**src/rtl/seven_segment_reader.sv**
```systemverilog
// Reads back multiplexed active-low seven-segment samples, filters each digit for
// stability and reports committed changes as BCD values on an event stream.
module seven_segment_reader #(
    parameter int STABLE_SAMPLES = 3
) (
    input  logic        clock,
    input  logic        reset,
    input  logic        seg_valid,
    input  logic [2:0]  seg_digit,
    input  logic [6:0]  seg_in,
    input  logic        illegal_clr,
    output logic [31:0] bcd_out,
    output logic [7:0]  digit_on,
    output logic [7:0]  illegal,
    output logic        evt_valid,
    input  logic        evt_ready,
    output logic [2:0]  evt_digit,
    output logic [3:0]  evt_bcd,
    output logic        evt_blank
);

    localparam logic [3:0] STABLE = 4'(STABLE_SAMPLES);
    localparam logic [6:0] BLANK  = 7'h7F;

    logic [6:0] committed [8];
    logic [6:0] cand      [8];
    logic [3:0] cnt       [8];
    logic [7:0] pending;

    logic [3:0] dec_bcd;
    logic       dec_legal;
    logic       dec_blank;
    logic [3:0] cur_cnt;
    logic [3:0] new_cnt;
    logic       commit;
    logic       commit_illegal;
    logic       load;
    logic       found;
    logic [2:0] pick;
    logic [7:0] pending_next;
    logic [7:0] illegal_next;

    // Active-low segments: bit 0 is segment a, bit 6 is segment g.
    always_comb begin
        dec_bcd   = 4'd0;
        dec_legal = 1'b1;
        case (seg_in)
            7'b1000000: dec_bcd = 4'd0;
            7'b1111001: dec_bcd = 4'd1;
            7'b0100100: dec_bcd = 4'd2;
            7'b0110000: dec_bcd = 4'd3;
            7'b0011001: dec_bcd = 4'd4;
            7'b0010010: dec_bcd = 4'd5;
            7'b0000010: dec_bcd = 4'd6;
            7'b1111000: dec_bcd = 4'd7;
            7'b0000000: dec_bcd = 4'd8;
            7'b0010000: dec_bcd = 4'd9;
            default:    dec_legal = 1'b0;
        endcase
        dec_blank = (seg_in == BLANK);
    end

    // When the count reaches the threshold the candidate always equals seg_in,
    // so seg_in is the pattern that commits.
    always_comb begin
        cur_cnt = cnt[seg_digit];
        if (seg_in != cand[seg_digit]) begin
            new_cnt = 4'd1;
        end else if (cur_cnt >= STABLE) begin
            new_cnt = STABLE;
        end else begin
            new_cnt = cur_cnt + 4'd1;
        end
        commit         = seg_valid && (new_cnt == STABLE) && (seg_in != committed[seg_digit]);
        commit_illegal = commit && !dec_legal && !dec_blank;
    end

    always_comb begin
        found = 1'b0;
        pick  = 3'd0;
        for (int i = 7; i >= 0; i--) begin
            if (pending[i]) begin
                found = 1'b1;
                pick  = 3'(i);
            end
        end
    end

    // Handshake: an event transfers on a cycle where evt_valid && evt_ready; while
    // evt_valid is high and evt_ready low the evt_* fields do not change, and a new
    // event may be loaded on the same edge that accepts the previous one.
    assign load = !evt_valid || evt_ready;

    // A commit of the digit being loaded re-arms its pending bit for a later event.
    always_comb begin
        pending_next = pending;
        if (load && found) begin
            pending_next[pick] = 1'b0;
        end
        if (commit && !commit_illegal) begin
            pending_next[seg_digit] = 1'b1;
        end
        illegal_next = illegal & ~{8{illegal_clr}};
        if (commit_illegal) begin
            illegal_next[seg_digit] = 1'b1;
        end
    end

    always_ff @(posedge clock) begin
        if (reset) begin
            for (int i = 0; i < 8; i++) begin
                committed[i] <= BLANK;
                cand[i]      <= BLANK;
                cnt[i]       <= 4'd0;
            end
            pending   <= 8'd0;
            bcd_out   <= 32'd0;
            digit_on  <= 8'd0;
            illegal   <= 8'd0;
            evt_valid <= 1'b0;
            evt_digit <= 3'd0;
            evt_bcd   <= 4'd0;
            evt_blank <= 1'b0;
        end else begin
            if (seg_valid) begin
                cand[seg_digit] <= seg_in;
                cnt[seg_digit]  <= new_cnt;
            end
            if (commit) begin
                committed[seg_digit] <= seg_in;
                if (dec_legal) begin
                    bcd_out[{seg_digit, 2'b00} +: 4] <= dec_bcd;
                    digit_on[seg_digit]              <= 1'b1;
                end else if (dec_blank) begin
                    digit_on[seg_digit] <= 1'b0;
                end
            end
            illegal <= illegal_next;
            pending <= pending_next;
            if (load) begin
                evt_valid <= found;
                if (found) begin
                    evt_digit <= pick;
                    evt_bcd   <= bcd_out[{pick, 2'b00} +: 4];
                    evt_blank <= !digit_on[pick];
                end
            end
        end
    end

endmodule

```
**config.mk**
```make
export PLATFORM = sky130hd
export DESIGN_NAME = seven_segment_reader
export DESIGN_NICKNAME = d
export VERILOG_FILES = /design/src/rtl/seven_segment_reader.sv
export SDC_FILE = /design/constraint.sdc
export NUM_CORES = 1
export LEC_CHECK = 0
export CORE_AREA = 2 2 216 218
export DETAILED_ROUTE_END_ITERATION = 10
export DIE_AREA = 0 0 218 220
export GPL_ROUTABILITY_DRIVEN = 1
export HOLD_SLACK_MARGIN = 0.08
export MAX_ROUTING_LAYER = met4
export PLACE_DENSITY = 0.49
export SYNTH_ARGS = -nofsm -noshare
export SYNTH_HDL_FRONTEND = slang
export SYNTH_SLANG_ARGS = --single-unit
```
**constraint.sdc**
```tcl
create_clock -name clock -period 4.2 [get_ports clock]
set_clock_uncertainty 0.1 [all_clocks]
set_input_delay 0.84 -clock clock [delete_from_list [all_inputs] [get_ports clock]]
set_output_delay 0.84 -clock clock [all_outputs]
set_load 0.02 [all_outputs]
```
Word level (Yosys, flattened, before mapping) --
Memories as Yosys holds them, arrays and structs flattened. Cells that the tools add are included.
Storage, ports and cells: ROM bits 0, RAM bits 144, output and inout bits 57, logic and storage cells 115, input bits 15, memories kept 3, register bits after elaboration 65, bits in latches 0
Memory list:
- cand | depth 8, bits a word 7, read ports 1, clocked after memory_dff 0, write ports 8, line 26 | logic [6:0] cand [8];
- committed | depth 8, bits a word 7, read ports 1, clocked after memory_dff 0, write ports 8, line 25 | logic [6:0] committed [8];
- cnt | depth 8, bits a word 4, read ports 1, clocked after memory_dff 0, write ports 8, line 27 | logic [3:0] cnt [8];
Operators by class: multipliers 0, magnitude comparators 5, bitwise logic cells 9, add/subtract/negate cells 2, shifts and indexed selects 3, equality and inequality tests 13, muxes and demuxes 49, reduce and logical (&&, ||, !) cells 23, divide/modulo/power cells 0
Operators with widths (number):
- $mux W8 | 5
- $pmux W4 S9 | 1
- $mux W3 | 11
- $bwmux W32 | 1
- $shift A4 B7 Y32 const A | 1
- $shiftx A32 B6 Y4 | 1
- $shiftx A4 B7 Y32 | 1
- $eq A7 B7 Y1 const B | 4
- $and A8 B8 Y8 | 3
- $not A8 Y8 | 3
- $or A8 B8 Y8 | 3
- $mux W1 | 23
- $eq A7 B5 Y1 const B | 3
- $eq A7 B6 Y1 const B | 2
- $mux W7 | 2
- $ne A7 B7 Y1 | 2
- $reduce_or A7 Y1 | 2
- $mux W4 | 3
- $reduce_or A10 Y1 | 1
- $logic_and A1 B1 Y1 | 8
- $lt A3 B4 Y1 const B | 2
- $eq A7 B2 Y1 const B | 1
- $logic_not A7 Y1 | 1
- $neg A5 Y7 | 1
- 11 further kinds | 19

Depth between registers and ports, before layout --
Gate-level depths: netlist of the first run.
word-level depth 17, gate-level depth with buffers 14, mapped depth without buffers 10

Least setup slack after synthesis of the first run --
No wires, ideal clock.
path kind input -> register, start input port seg_digit[1], end memory committed[0][0] (enable), library setup time 381 ps, arrival 3759 ps, slack -40 ps, buffers on the path 3, required time 3719 ps, cell stages on the path 11, cells stage by stage buf_1 -> buf_1 -> mux2_2 -> a221oi_1 -> o22ai_1 -> ha_1 -> o211ai_1 -> nand4_1 -> nand4_1 -> clkbuf_1 -> o21ai_0
RTL lines:
- start: declaration | line 9 | input logic [2:0] seg_digit,
- end: declaration | line 25

==> results of run 1 <==
[stage by stage]
| step | total power [mW] | std cells | hold slack, ns | cell area (µm²) |
|---|---|---|---|---|
| after CTS | 4.98 | 1666 | 0.375 | 13200 |
| after detailed placement | 2.72 | 1620 | 0.361 | 12300 |
| after global routing | 5.11 | 1666 | 0.400 | 13200 |
| final | 4.93 | 1666 | 0.369 | 13200 |
| after global placement | 2.72 | 1620 | 0.351 | 12300 |
| after floorplan | 2.55 | 928 | 0.366 | 10400 |
[where the power goes]
| group | internal [mW] | total [mW] | switching, mW | leakage, nW |
|---|---|---|---|---|
| Clock | 1.37 | 2.26 | 0.889 | 0.431 |
| Combinational | 0.144 | 0.400 | 0.256 | 1.94 |
| Sequential | 2.26 | 2.27 | 0.0153 | 1.80 |
| Total | 3.77 | 4.93 | 1.16 | 4.18 |
[critical path, delay by kind of cell]
kind / cells / cell delay (ns)
buffers and inverters: 4 / 1.11
and+or+nand+nor: 3 / 0.67
AOI/OAI and AO/OA: 3 / 0.51
muxes: 1 / 0.34
adders and majority gates: 1 / 0.31
[metal layers]
| metal | part of all wire | up-vias |
|---|---|---|
| met5 | 0 | - |
| met2 | 0.46 | 188 |
| met1 | 0.48 | 3848 |
| met3 | 0.049 | 30 |
| li1 | - | 3690 |
| met4 | 0.015 | 0 |
[synthesized netlist by cell type, drive strengths merged, types with 4 or more instances]
library cell and n:
edfxtp 144, or3 113, nand2 89, clkbuf 65
dfxtp 65, mux2i 61, nor2 41, mux2 27
a21oi 26, o21ai 26, nor3 21, nand3 19
nand4 17, buf 14, nand2b 14, mux4 13
o22ai 12, inv 11, nor4 11, nor2b 10
a211oi 8, a221oi 8, a22oi 8, a32o 8
nand3b 7, o31ai 7, a22o 6, and3 6
ha 6, o211ai 6, nand4b 5, o21a 5
and3b 4, nor3b 4, or4 4, xnor2 4
[area by class of cell]
cell class	instances	area (µm²)	area share
inverter	11	41.3	0.00313
timing repair buffer	164	1490	0.113
clock inverter	9	82.6	0.00626
clock buffer	37	793	0.0601
tap	607	759	0.0576
sequential	209	5630	0.426
multi-input combinational	629	4400	0.334
[path summary, 6_finish.rpt]
path | endpoint | depth (start not counted) | slack [ns] | start
max | committed[3][1] | 12 | 0.58 | seg_digit[1]
max reg2reg | committed[3][1] | 9 | 1.15 | cand[6][4]
min | illegal[6] | 2 | 0.37 | illegal[6]
min reg2reg | illegal[6] | 2 | 0.37 | illegal[6]
[kinds of logic (layout without fill, tap and decap cells)]
| group | Yosys count | count (layout) |
|---|---|---|
| buffers and inverters | 90 | 221 |
| adder cells (fa/ha/maj) | 6 | 6 |
| other | 1 | 16 |
| multiplexers | 101 | 101 |
| AO/OA/AOI/OAI | 129 | 129 |
| flip-flops | 209 | 209 |
| AND/OR/NAND/NOR | 370 | 370 |
| XOR/XNOR | 7 | 7 |
[state kept, by name (all words and copies together), names as in the netlist, named ones only]
register / count
evt_blank: 1
cnt: 32
evt_bcd: 4
illegal: 8
pending: 8
cand: 56
committed: 56
evt_digit: 3
bcd_out: 32
evt_valid: 1
==> impl_results.md, run 1 <==
- Die X: roughly 220 µm
- Gr ovfl total: 0
- CP required: roughly 4.4 ns
- Adder-cell area share of the yosys netlist: 0.00724
- Async S/R FF share, synth: 0
- Commonest non-fill, non-tap cell in the layout: edfxtp_1
- Largest family of logic cells by synthesized area: simple AND/OR/NAND/NOR gates
- Gr busiest metal: met2
- Vias per cell: about 4.7
- Met3 track demand over resource: 0.0149
- Area growth syn-to-layout: 27.3%
- Drt total wl: ~32 mm
- Most frequent cells in the layout: 144 x edfxtp_1, 113 x or3_1, 89 x nand2_1, 86 x buf_4, 69 x clkdlybuf4s50_1
- Final hold viol count: 0
- Leakage: approximately 4.2 nW
- Mux contribution to synthesized area: 0.117
- Final core utilization: 0.288
- Synthesis warning total: 0
- Setup crit end kind: flop
- Setup bufs post-CTS: 0
- Dpl ws: 0.0537 ns
- Clock Sinks: roughly 210
- Maximum clock frequency: approximately 280 MHz
- Synth top area cells: edfxtp_1 42%, dfxtp_1 13%, or3_1 6.8%
- Gpl congestion: 0.867
- TritonCTS clock tree: done
- Main synth FF type: edfxtp_1
- Fin Setup TNS: 0 ns
- Post-cts sizing count: 0
- CTS Hold Buffers Added: 0
- HPWL Detailed: around 22 mm
- Die area: ~48000 µm²
- PnR worst setup slack: 0.576 ns
- #FFs+latches synth: roughly 210
- Die Span Y: approximately 220 µm
- Initial antenna violation count: 0
- Drt first pass iters: 8
- Least-Margin Pin Slew: between 0.7 and 0.8 ns
- FILL cells: ~4800
- Netlist cell types: 58
- Grt met1 use: 0.192
- First-pass GRT wire length: about 50 mm
- CTS Root Cell: clkbuf_16
- Vias in the first global route: slightly below 8000
- Worst min path class: reg -> reg
- Avg WL per Cell: ~19 µm
- CP startpoint kind: input pin
- Antenna-violating nets left: 0
- Initial cell density of the core: 0.226
- Cell area after synthesis: just over 10000 µm²
- Worst-path cell chain: clkdlybuf4s50_1, buf_12, mux2_2, a221oi_1, o22ai_1, ha_1, o211ai_1, nand4_1, nand4_1, buf_12, buf_4, or3_1
- Layout Nets: 1061
- Share of cells above drive strength 1: 0.185
- Xor and xnor area share after synthesis: 0.00592
- Top cell type's share of synthesized area: 0.417
- CP Data Arrival Time: 3.80 ns
- Crit Path Max Fanout: 21
- # diodes: 0
- Critical path class: in -> reg
- Io pins: 72
- DRT iter0 DRCs: 609
- Rel. slew slack: 0.470
- Pin count of the biggest net entering global routing: between 50 and 60
- Port bufs: just over 70
- Via count: roughly 7800
- Site Rows: 79
- RSZ-0062 raised after global routing: false
- H-tree depth: 1
- Met2 Use GR: 0.211
- Final period demand of the worst path: between 3 and 4 ns
- Post-synthesis sequential area ratio: 0.543
- Compound-Gate Fraction of Synth Area: 0.0836
- Synth area leader: edfxtp_1
- Core area: between 40000 and 50000 µm²
- Outcome: finished clean
- Latest clock arrival within the worst-skew pair: between 0.5 and 0.6 ns
- EDFF count, synth: approximately 140
- Critical path's largest stage delay: 0.51 ns
- IR drop worst, VDD: around 310 µV
- CTS max path bufs: 3
- Number of max-cap violations: 0
- TritonCTS Buffers: 25
- Syn Area/Cell: ~11 µm²
- Worst-path clk slew: around 0.060 ns
- Power Density: 374 nW/µm²
- Synth Instances: between 900 and 1000
- DR DRC count: 0
- Setup violations, final: 0
- CP max-delay cell: clkdlybuf4s50_1
- Tcrit/Tclk final: 0.863
- Post-Synth Simple-Gate Area: 0.205
- Total track usage: 0.136
- Slew Limit Fails: 0
(Power assumes the default switching activity.)
==> run 2: changes to the inputs <==
ABC_AREA = 1   (was unset)
CORE_AREA = 2 2 219 221   (was 2 2 216 218)
DIE_AREA = 0 0 221 223   (was 0 0 218 220)
==> impl_results.md, run 2 <==
- Outcome: finished clean
- Crit Path Max Fanout: 13
- RSZ-0062 raised after global routing: false
- Io pins: a little over 70
- Final period demand of the worst path: roughly 3.5 ns
- H-tree depth: 1
- CP top delay family: simple AND/OR/NAND/NOR gates
- CP startpoint kind: input pin
- Share of cells above drive strength 1: 0.0952
- Die Span Y: between 200 and 250 µm
- Via count: 9174
- HPWL Detailed: about 24 mm
- Post-synthesis sequential area ratio: 0.527
- IR drop worst, VDD: between 200 and 250 µV
- Syn Area/Cell: between 7 and 8 µm²
- Final hold viol count: 0
- Slew Limit Fails: 0
- Vias per cell: 4.27
- CP bufs+invs: 5
- Maximum clock frequency: ~280 MHz
- CP Data Arrival Time: around 3.7 ns
- Non-Filler Instances: about 2100
- Area growth syn-to-layout: 24.5%
- Core area: ~47000 µm²
- Placed Instances: between 2000 and 2500
- CTS Hold Buffers Added: 0
- TritonCTS clock tree: done
- Vias in the first global route: between 9000 and 10000
- EDFF count, synth: 144
- Fin Setup TNS: 0 ns
- CP required: approximately 4.4 ns
- Critical path class: in -> reg
- Final core utilization: 0.282
- Worst min path class: reg -> reg
- Synth top area cells: edfxtp_1 41%, nand2_1 17%, dfxtp_1 12%
- Netlist cell types: 39
- Synth Instances: 1387
- #FFs+latches synth: about 210
- Rel. slew slack: 0.543
- Least-Margin Pin Slew: a little under 0.7 ns
- Tcrit/Tclk final: 0.840
- Avg WL per Cell: approximately 15 µm
- Pin count of the biggest net entering global routing: between 40 and 50
- Cell area after synthesis: between 10000 and 15000 µm²
- Top cell type's share of synthesized area: 0.405
- DRT iter0 DRCs: roughly 680
- First-pass GRT wire length: just over 50 mm
- Register-to-register setup slack: 1.39 ns
- Gpl congestion: 0.844
- CP max-delay cell: clkdlybuf4s50_1
- Setup bufs post-CTS: 0
- # diodes: 0
- Setup crit end kind: flop
- Main synth FF type: edfxtp_1
- Die area: 49300 µm²
- Port bufs: 71
- CTS Root Cell: clkbuf_16
- Layout Nets: approximately 1500
- Leakage: roughly 5.8 nW
- Initial cell density of the core: 0.226
- Initial antenna violation count: 0
- Number of max-cap violations: 0
- DR DRC count: 0
- Hold WS: between 0.3 and 0.4 ns
- Async S/R FF share, synth: 0
- Gr ovfl total: 0
- Largest registers: cand x56, committed x56
- Drt first pass iters: 7
- Dpl ws: 0.117 ns
- Clock Sinks: around 210
- TritonCTS Buffers: 24
- Most frequent cells in the layout: 481 x nand2_1, 191 x inv_1, 156 x nor2_1, 144 x edfxtp_1, 78 x nand3_1
- Most common cell in the synthesized netlist: nand2_1
- PnR worst setup slack: around 0.67 ns
- Worst-path cell chain: clkdlybuf4s50_1, buf_12, nor2_4, nand2_1, inv_1, a22o_1, a221oi_1, nand4_1, ha_1, nor3_1, nand3_1, inv_2, nand2_1, nand3_4, nor2_8, nand2_2, o21ai_0, buf_4
- Synthesis warning total: 0
- Post-synth top cells: 481 x nand2_1, 191 x inv_1, 156 x nor2_1
- Total track usage: 0.137
- Antenna-violating nets left: 0
- Power Density: between 300 and 400 nW/µm²
- Synth area leader: edfxtp_1
- Commonest non-fill, non-tap cell in the layout: nand2_1
- Critical path's largest stage delay: 0.50 ns
- Crit-path most repeated cell: nand2_1
- Drt total wl: around 33 mm
- Post-cts sizing count: 0
- Site Rows: 80
- Die X: approximately 220 µm
- CTS max path bufs: 3
- Latest clock arrival within the worst-skew pair: roughly 0.54 ns
- Worst-path clk slew: approximately 0.06 ns
- Setup violations, final: 0
-- run 2: per-layer routing --
layer / share of wire / GRT usage / vias to the layer above
li1: - / - / 4640
met1: 0.45 / 0.175 / 4295
met2: 0.49 / 0.234 / 204
met3: 0.047 / 0.0154 / 35
met5: 0 / - / -
met4: 0.016 / 0.0277 / 0
-- run 2: worst register-to-register path: cells and delay by family (launching register included) --
family | cells | cell delay (ns)
flip-flops | 1 | 0.34
buffers and inverters | 3 | 0.59
AND/OR/NAND/NOR | 4 | 1.18
AO/OA/AOI/OAI | 4 | 0.50
-- run 2: final timing paths --
check,from,end,cells after the start
max,seg_digit[1],committed[1][2],18
min,illegal[7],illegal[7],2
max reg2reg,pending[6],pending[4],11
min reg2reg,illegal[7],illegal[7],2
-- run 2: logic make-up after synthesis --
kind of cell / share of synthesized area
xor+xnor: 0.000821
other cells: 0.000351
fa+ha+maj: 0.00703
compound gates: 0.0598
flops: 0.527
buf+inv: 0.0949
simple gates: 0.310
-- run 2: stage by stage --
stage / total power, mW / area (µm²)
final: 4.73 / 13300
after global routing: 4.91 / 13300
after CTS: 4.77 / 13300
after detailed placement: 2.75 / 12500
after global placement: 2.75 / 12500
after floorplan: 2.57 / 10700
-- run 2: where the power goes --
group	internal (mW)	switching, mW	leakage (nW)	total (mW)
clock	1.16	0.859	0.367	2.02
sequential	2.26	0.0150	1.80	2.28
combinational	0.127	0.303	3.59	0.429
total	3.55	1.18	5.75	4.73
-- run 2: cell type report --
class                      count  area [µm²]
clock buffer                  31         658
multi-input combinational    934        4090
inverter                     204         766
sequential                   209        5630
clock inverter                13        86.3
timing repair buffer         142        1290
fill                        5014       33900
tap                          615         769
==> run 3: changes to the inputs <==
clock period = 2.9 ns   (was 4.2 ns; I/O delays follow)
==> impl_results.md, run 3 (synthesis results as in run 2) <==
- Clock Sinks: between 200 and 250
- CTS max path bufs: 3
- Commonest non-fill, non-tap cell in the layout: nand2_1
- Tcrit/Tclk final: 0.961
- Latest clock arrival within the worst-skew pair: around 0.54 ns
- Most frequent cells in the layout: 470 x nand2_1, 189 x inv_1, 150 x nor2_1, 144 x edfxtp_1, 135 x buf_4
- Port bufs: 71
- Die area: 49300 µm²
- Setup violations, final: 0
- Slew Limit Fails: 0
- First-pass GRT wire length: 53.8 mm
- Post-route cell area: roughly 14000 µm²
- Area growth syn-to-layout: 34.2%
- TritonCTS Buffers: 24
- Crit-path most repeated cell: inv_2
- Site Rows: 80
- Initial cell density of the core: 0.226
- Gpl congestion: around 0.86
- Io pins: ~70
- Drt first pass iters: 5
- Critical path class: in -> reg
- TritonCTS clock tree: done
- Pin count of the biggest net entering global routing: 40
- Via count: 9493
- Fin Setup TNS: 0 ns
- Final hold viol count: 0
- Antenna-violating nets left: 0
- Core area: approximately 47000 µm²
- HPWL Detailed: between 20 and 30 mm
- Vias per cell: between 4 and 5
- Leakage: 6.23 nW
- Largest registers: cand x56, committed x56
- Crit Path Max Fanout: 9
- Critical path's largest stage delay: 0.32 ns
- CP max-delay cell: o21ai_4
- Initial antenna violation count: 1
- Final period demand of the worst path: 2.79 ns
- Power Density: roughly 500 nW/µm²
- CTS Root Cell: clkbuf_16
- Worst-path cell chain: dlygate4sd2_1, buf_12, nor2_4, inv_2, nor2_2, a22o_1, a221oi_2, nand4_1, ha_2, nor3_2, nand3_1, inv_2, nand2_2, nand3_4, nor2_8, nand2_8, o21ai_4
- RSZ-0062 raised after global routing: true
- DRT iter0 DRCs: roughly 700
- Gr ovfl total: 0
- Dpl ws: -0.860 ns
- Worst-path clk slew: ~0.06 ns
- Avg WL per Cell: between 15 and 20 µm
- Worst min path class: reg -> reg
- CP Data Arrival Time: slightly below 3 ns
- Die X: around 220 µm
- Maximum clock frequency: between 300 and 400 MHz
- IR drop worst, VDD: 269 µV
- PnR worst setup slack: approximately 0.11 ns
- Setup crit end kind: flop
- CP bufs+invs: 4
- Share of cells above drive strength 1: 0.165
- Number of max-cap violations: 0
- Layout Nets: approximately 1600
- H-tree depth: 1
- Non-Filler Instances: approximately 2200
- Outcome: finished clean
- Vias in the first global route: 9433
- CP required: 3.02 ns
- Placement Cell Area: around 13000 µm²
- Placed Instances: approximately 2200
- DR DRC count: 0
- CTS Hold Buffers Added: 0
- CP startpoint kind: input pin
- Total track usage: 0.142
- CP top delay family: simple AND/OR/NAND/NOR gates
- Drt total wl: around 34 mm
- Die Span Y: between 200 and 250 µm
==> run 3: changes by cell type in the layout (fill, tap and decap cells not counted), sizes merged <==
cell and change:
dlygate4sd2 +1, clkinv -4, buf +81, clkdlybuf4s50 -2, clkinvlp +1, clkbuf +3, diode +1
==> run 3: routing by layer <==
layer	vias to the layer above	wire [µm]	global-route usage
li1	4811	-	-
met1	4420	15500	0.180
met2	205	16000	0.234
met3	57	1650	0.0216
met4	0	855	0.0420
met5	-	0	-
==> run 3: metrics by stage <==
stage | hold WS [ns] | utilization | power, mW
6_report | 0.369 | 0.304 | 7.01
5_1_grt | 0.397 | 0.304 | 7.29
4_1_cts | 0.366 | 0.301 | 7.07
3_5_place_dp | 0.358 | 0.283 | 4.08
3_3_place_gp | 0.358 | 0.283 | 4.08
2_1_floorplan | 0.353 | - | 3.75
==> run 3: path summary, 6_finish.rpt <==
kind / startpoint / to / slack [ns] / depth (start not counted)
worst max register to register: cand[0][1] / committed[2][3] / 0.36 / 12
worst min-delay path: illegal[4] / illegal[4] / 0.37 / 2
worst max-delay path: seg_digit[1] / committed[2][3] / 0.11 / 17
worst min register to register: illegal[4] / illegal[4] / 0.37 / 2
==> run 3: cell type report <==
type	instances	area [µm²]
Fill cell	4977	32800
Antenna cell	1	2.50
Clock inverter	10	87.6
Tap cell	615	769
Sequential cell	209	5630
Inverter	204	774
Timing Repair Buffer	223	2020
Clock buffer	33	688
Multi-Input combinational cell	934	4350
==> run 3: timing repair <==
item                                    in CTS  in global routing
pin swaps                                    6                 22
gates resized for setup                     20                 21
setup buffers                                0                  5
endpoints found under the hold margin        0                  0
gates cloned                                 1                  0
endpoints found under the setup margin     184                158
==> run 3: tightest hold or removal path: cells and delay by family, from the launching register on <==
family / cells / cell delay, ns
AO/OA/AOI/OAI: 1 / 0.05
flip-flops: 1 / 0.31
AND/OR/NAND/NOR: 1 / 0.06
==> run 3: power by group <==
part	switching, mW	internal (mW)
Sequential	0.0228	3.27
Combinational	0.477	0.257
Clock	1.24	1.75
Total	1.74	5.28
